===== src/rtl/fpu_pkg.sv =====
// Shared FPU definitions: exception flag layout, NaN-box constant and the
// writeback entry record used between the f64->f32 converter and the FP register file.
package fpu_pkg;

  localparam int FLAGS_W  = 5;
  localparam int FLAG_NX  = 0;
  localparam int FLAG_UF  = 1;
  localparam int FLAG_OF  = 2;
  localparam int FLAG_DZ  = 3;
  localparam int FLAG_NV  = 4;
  localparam int WB_TAG_W = 5;

  localparam logic [31:0] NANBOX_F32 = 32'hFFFF_FFFF;

  typedef struct packed {
    logic [31:0]         data;
    logic [FLAGS_W-1:0]  flags;
    logic [WB_TAG_W-1:0] tag;
  } wb_entry_t;

  // Widen an f32 to the 64-bit FP register format; upper half all ones when boxing.
  function automatic logic [63:0] nanbox_f32(input logic [31:0] value, input logic box_en);
    return {(box_en ? NANBOX_F32 : 32'h0), value};
  endfunction

endpackage


===== src/rtl/fpu_wb_fifo.sv =====
// Generic in-order synchronous FIFO with flush and occupancy count.
// The head entry is read combinationally from registered storage.
module fpu_wb_fifo #(
  parameter int DEPTH = 4,
  parameter int WIDTH = 42,
  localparam int AW = $clog2(DEPTH),
  localparam int CW = AW + 1
) (
  input  logic             clock,
  input  logic             reset,
  input  logic             i_flush,
  input  logic             i_enq,
  input  logic [WIDTH-1:0] i_wdata,
  input  logic             i_deq,
  output logic [WIDTH-1:0] o_rdata,
  output logic [CW-1:0]    o_count,
  output logic             o_empty,
  output logic             o_full
);

  logic [WIDTH-1:0] r_mem [DEPTH];
  logic [AW-1:0]    r_wptr;
  logic [AW-1:0]    r_rptr;
  logic [CW-1:0]    r_count;
  logic             w_enq;
  logic             w_deq;

  assign o_empty = (r_count == '0);
  assign o_full  = (r_count == CW'(DEPTH));
  assign w_enq   = i_enq && !o_full && !i_flush && !reset;
  assign w_deq   = i_deq && !o_empty && !i_flush && !reset;

  // Pointers wrap naturally because DEPTH is a power of two.
  always_ff @(posedge clock) begin
    if (reset || i_flush) begin
      r_wptr  <= '0;
      r_rptr  <= '0;
      r_count <= '0;
    end else begin
      if (w_enq) r_wptr <= r_wptr + AW'(1);
      if (w_deq) r_rptr <= r_rptr + AW'(1);
      r_count <= r_count + CW'(w_enq) - CW'(w_deq);
    end
  end

  // Storage is deliberately left unreset; only valid entries are ever observed.
  for (genvar gi = 0; gi < DEPTH; gi++) begin : g_entry
    always_ff @(posedge clock) begin
      if (w_enq && (r_wptr == AW'(gi))) r_mem[gi] <= i_wdata;
    end
  end

  assign o_rdata = r_mem[r_rptr];
  assign o_count = r_count;

endmodule


===== src/rtl/fpu_cvt_writeback.sv =====
// Writeback stage behind the f64->f32 converter: buffers results, drains them
// NaN-boxed to the FP register file and accumulates retired exception flags.
module fpu_cvt_writeback
  import fpu_pkg::*;
#(
  parameter int DEPTH  = 4,
  parameter int TAG_W  = 5,
  parameter int NANBOX = 1
) (
  input  logic                     clock,
  input  logic                     reset,
  input  logic                     io_in_valid,
  output logic                     io_in_ready,
  input  logic [31:0]              io_in_bits_data,
  input  logic [FLAGS_W-1:0]       io_in_bits_flags,
  input  logic [TAG_W-1:0]         io_in_bits_tag,
  output logic                     io_out_valid,
  input  logic                     io_out_ready,
  output logic [63:0]              io_out_bits_data,
  output logic [TAG_W-1:0]         io_out_bits_tag,
  input  logic                     io_flush,
  input  logic                     io_fflags_wen,
  input  logic [FLAGS_W-1:0]       io_fflags_wdata,
  output logic [FLAGS_W-1:0]       io_fflags,
  output logic [$clog2(DEPTH):0]   io_count
);

  localparam int CW      = $clog2(DEPTH) + 1;
  localparam int ENTRY_W = 32 + FLAGS_W + TAG_W;

  logic [ENTRY_W-1:0] w_wr_entry;
  logic [ENTRY_W-1:0] w_head;
  logic [CW-1:0]      w_count;
  logic               w_empty;
  logic               w_full;
  logic               w_enq;
  logic               w_deq;
  logic [31:0]        w_head_data;
  logic [FLAGS_W-1:0] w_head_flags;
  logic [TAG_W-1:0]   w_head_tag;
  logic [FLAGS_W-1:0] w_retire_flags;
  logic [FLAGS_W-1:0] w_fflags_next;
  logic [FLAGS_W-1:0] r_fflags;

  // No full-bypass: a full FIFO refuses input even while it is draining.
  assign io_in_ready  = !reset && !w_full && !io_flush;
  assign io_out_valid = !reset && !w_empty && !io_flush;
  assign w_enq        = io_in_valid && io_in_ready;
  assign w_deq        = io_out_valid && io_out_ready;

  assign w_wr_entry = {io_in_bits_data, io_in_bits_flags, io_in_bits_tag};

  fpu_wb_fifo #(
    .DEPTH (DEPTH),
    .WIDTH (ENTRY_W)
  ) u_fifo (
    .clock   (clock),
    .reset   (reset),
    .i_flush (io_flush),
    .i_enq   (w_enq),
    .i_wdata (w_wr_entry),
    .i_deq   (w_deq),
    .o_rdata (w_head),
    .o_count (w_count),
    .o_empty (w_empty),
    .o_full  (w_full)
  );

  assign w_head_data  = w_head[ENTRY_W-1 -: 32];
  assign w_head_flags = w_head[TAG_W +: FLAGS_W];
  assign w_head_tag   = w_head[TAG_W-1:0];

  assign io_out_bits_data = w_empty ? 64'h0 : nanbox_f32(w_head_data, NANBOX != 0);
  assign io_out_bits_tag  = w_empty ? '0 : w_head_tag;
  assign io_count         = w_count;

  // Only retiring entries contribute; a CSR write replaces the old value but
  // must not drop the flags of a result retiring in the same cycle.
  assign w_retire_flags = w_deq ? w_head_flags : '0;

  always_comb begin
    w_fflags_next = r_fflags;
    if (io_fflags_wen) w_fflags_next = io_fflags_wdata | w_retire_flags;
    else               w_fflags_next = r_fflags | w_retire_flags;
  end

  always_ff @(posedge clock) begin
    if (reset) r_fflags <= '0;
    else       r_fflags <= w_fflags_next;
  end

  assign io_fflags = r_fflags;

endmodule


===== config.mk =====
export PLATFORM = sky130hd
export DESIGN_NAME = fpu_cvt_writeback
export DESIGN_NICKNAME = d
export VERILOG_FILES = /design/src/rtl/fpu_pkg.sv /design/src/rtl/fpu_wb_fifo.sv /design/src/rtl/fpu_cvt_writeback.sv
export SDC_FILE = /design/constraint.sdc
export NUM_CORES = 1
export LEC_CHECK = 0
export ABC_AREA = 1
export CAP_MARGIN = 30
export CORE_ASPECT_RATIO = 0.8
export CORE_MARGIN = 2
export CORE_UTILIZATION = 50
export CTS_BUF_LIST = sky130_fd_sc_hd__clkbuf_16
export DETAILED_ROUTE_END_ITERATION = 8
export PLACE_DENSITY = 0.85
export SLEW_MARGIN = 20
export SYNTH_ARGS = -nofsm -noshare
export SYNTH_HDL_FRONTEND = slang
export SYNTH_SLANG_ARGS = --single-unit

===== constraint.sdc =====
create_clock -name clock -period 5.2 [get_ports clock]
set_clock_uncertainty 0.05 [all_clocks]
set_input_delay 0.78 -clock clock [delete_from_list [all_inputs] [get_ports clock]]
set_output_delay 0.78 -clock clock [all_outputs]
set_load 0.01 [all_outputs]

==> results.toml <==
[run_status]
status = "complete, no violations"

[grt]
grt_overflow = 0
grt_pass1_wl_mm = 24.8
grt_pass1_vias = 4949
grt_max_degree = 85
groute.usage.overall_pct = 20.2
antenna_found_initial = 2

[routing]
drc = 0
wl_per_cell_um = 16.9
drt-total-wl_mm = 15.7
drt_iter0_drc = 557
vias = 4919
antenna_left = 0
vias_per_cell = 5.30
drtPass1Iterations = 5

[finish]
fillers = 1059
layout.cells.non_filler = 928
synthToLayoutAreaGrowth_pct = 24.7
drive_above_1_share_pct = 6.59
nets = 790

[die]
die_w_um = 141
ios = 132
dieArea_sq_mm = 0.0159
fp-row-count = 39
initial_core_util_pct = 51.7
die_height_um = 113
floorplan.core_area_sq_mm = 0.0144

[min_path]
holdCritStartpoint = "u_fifo.r_wptr[1]$_SDFFE_PP0P_"
hold_class = "reg -> reg"

[clocking]
cts_buffer_depth = 2
root_buffer = "clkbuf_16"
htreeDepth = 4
clock_sinks = 182
cts_buffers = 17
cts_tree = "built"
cts.reportedPaths.clkPinSlew_ns = 0.06
cts_resized = 0
clk_latency_ns = 0.42
postCtsSetupBuffers = 0
hold_buffers = 0

[power]
max-vdd-ir-drop_mv = 0.260
leakage_nw = 3.27
powerDensity_mw_per_mm2 = 313

[placed_design]
place_inst = 893
dpl.hpwl_mm = 9.50
io_buffers = 131
gp_congestion = 0.773

[synth]
synthArstFlopShare_pct = 0
synthMostInstantiatedCell = "edfxtp_1"
synth_area_sq_mm = 0.00747
synth-edff-count = 168
yosysSeqAreaShare_pct = 71.3
syn_nets = 693
synth_cell_types = 23
synth.area.top_cells = "edfxtp_1 (68%), nor2_1 (7.8%), buf_4 (3.9%)"
synth_cells = 633
yosysTopAreaCellShare_pct = 67.5
synth_area_leader_cell = "edfxtp_1"
synth_common_cells = "edfxtp_1 (168), nor2_1 (155), a21oi_1 (48)"
synth_ff_type = "edfxtp_1"
ys_warn_count = 0
ys_ff_latch = 182
avgSynthCellArea_sq_um = 11.8

[sta]
min_period_ns = 4.00
tightest_slew_ns = 0.913
slew_violations = 0
setup_viol = 0
hold_violations = 0
final.period_utilization_pct = 76.9
timing.hold.ws_ns = 0.470
timing.fmax_ghz = 0.250
max_slew_margin_pct = 39.1
rsz0062_at_grt = "no"
fin_tns_setup_ns = 0

[worst_setup_path]
crit_type = "reg -> out"
worstPathArrival_ns = 3.17
critPathRequiredTime_ns = 4.37
cp-end-kind = "output port"
r2r_start = "u_fifo.o_count[1]$_SDFF_PP0_"
crit_fanout = 43
start_kind = "flip-flop"

[run]
drv_cap = 0
[state kept, by name, indices dropped and copies added (netlist names), named ones only]
| name | cells |
|---|---|
| u_fifo.r_wptr | 2 |
| io_fflags | 5 |
| u_fifo.o_count | 3 |
| u_fifo.r_rptr | 2 |
| u_fifo.r_mem | 168 |
[routing by layer]
metal	part of all wire [%]	up-vias	wire [um]	track usage, %
met5	0.083	-	13	0
met4	1.0	2	161	6.07
li1	-	2323	-	-
met1	44	2358	6900	26.4
met3	8.1	15	1280	6.69
met2	47	221	7350	32.6
[report_power, final]
group / total, mW / switching, mW / internal (mW) / leakage [nW]
clock: 1.15 / 0.535 / 0.612 / 0.258
combinational: 0.148 / 0.0698 / 0.0786 / 1.38
sequential: 1.62 / 0.00457 / 1.61 / 1.63
total: 2.91 / 0.610 / 2.30 / 3.27
[final timing paths]
| check | endpoint | slack, ns | cells past startpoint |
|---|---|---|---|
| max | io_out_bits_data[9] | 1.20 | 5 |
| min | u_fifo.r_wptr[1]$_SDFFE_PP0P_ | 0.47 | 2 |
| min reg2reg | u_fifo.r_wptr[1]$_SDFFE_PP0P_ | 0.47 | 2 |
| max reg2reg | u_fifo.o_count[2]$_SDFF_PP0_ | 2.70 | 11 |
[final cells by class]
| cell class | instances | area, sq um | area share [%] |
|---|---|---|---|
| inverter | 41 | 154 | 1.65 |
| tap | 184 | 230 | 2.47 |
| multi-input combinational | 348 | 1630 | 17.4 |
| clock inverter | 15 | 103 | 1.10 |
| timing repair buffer | 140 | 1450 | 15.6 |
| clock buffer | 17 | 425 | 4.56 |
| antenna | 1 | 2.50 | 0.0269 |
| sequential | 182 | 5330 | 57.2 |
[critical path, stage by stage, from the launching register on]
cell	delay, ns
dfxtp_2	0.93
inv_2	0.61
nor2_1	0.27
o21ai_1	0.11
a21oi_1	0.20
clkdlybuf4s50_1	0.60
[layout by cell type (no fill, tap or decap), drive strengths merged, types with 5 or more instances in the layout]
cell / n
o21ai: 74
dfxtp: 14
mux2i: 5
nor2: 156
clkdlybuf4s50: 131
inv: 47
edfxtp: 168
clkbuf: 17
ha: 6
buf: 9
a21oi: 48
clkinv: 7
nand2: 42
nand3: 13
[stage by stage]
stage | instance area (sq um) | utilization, % | power (mW) | setup slack (ns)
final | 9320 | 64.5 | 2.91 | 1.20
after global routing | 9320 | 64.5 | 3.00 | 0.985
after CTS | 9260 | 64.1 | 2.92 | 1.19
after detailed placement | 8730 | 60.5 | 1.80 | 1.68
after global placement | 8690 | 60.1 | 1.79 | 1.72
after floorplan | 7470 | - | 1.71 | 1.81
[cells by family after synthesis]
group	Yosys count	synth area share (%)
AOI/OAI and AO/OA	122	8.17
xor gates and xnor gates	2	0.234
adders and majority gates	7	1.27
buffers and inverters	103	7.38
DFF	182	71.3
muxes	5	0.670
and+or+nand+nor	212	11.0
Power figures use the tool's default switching activity.
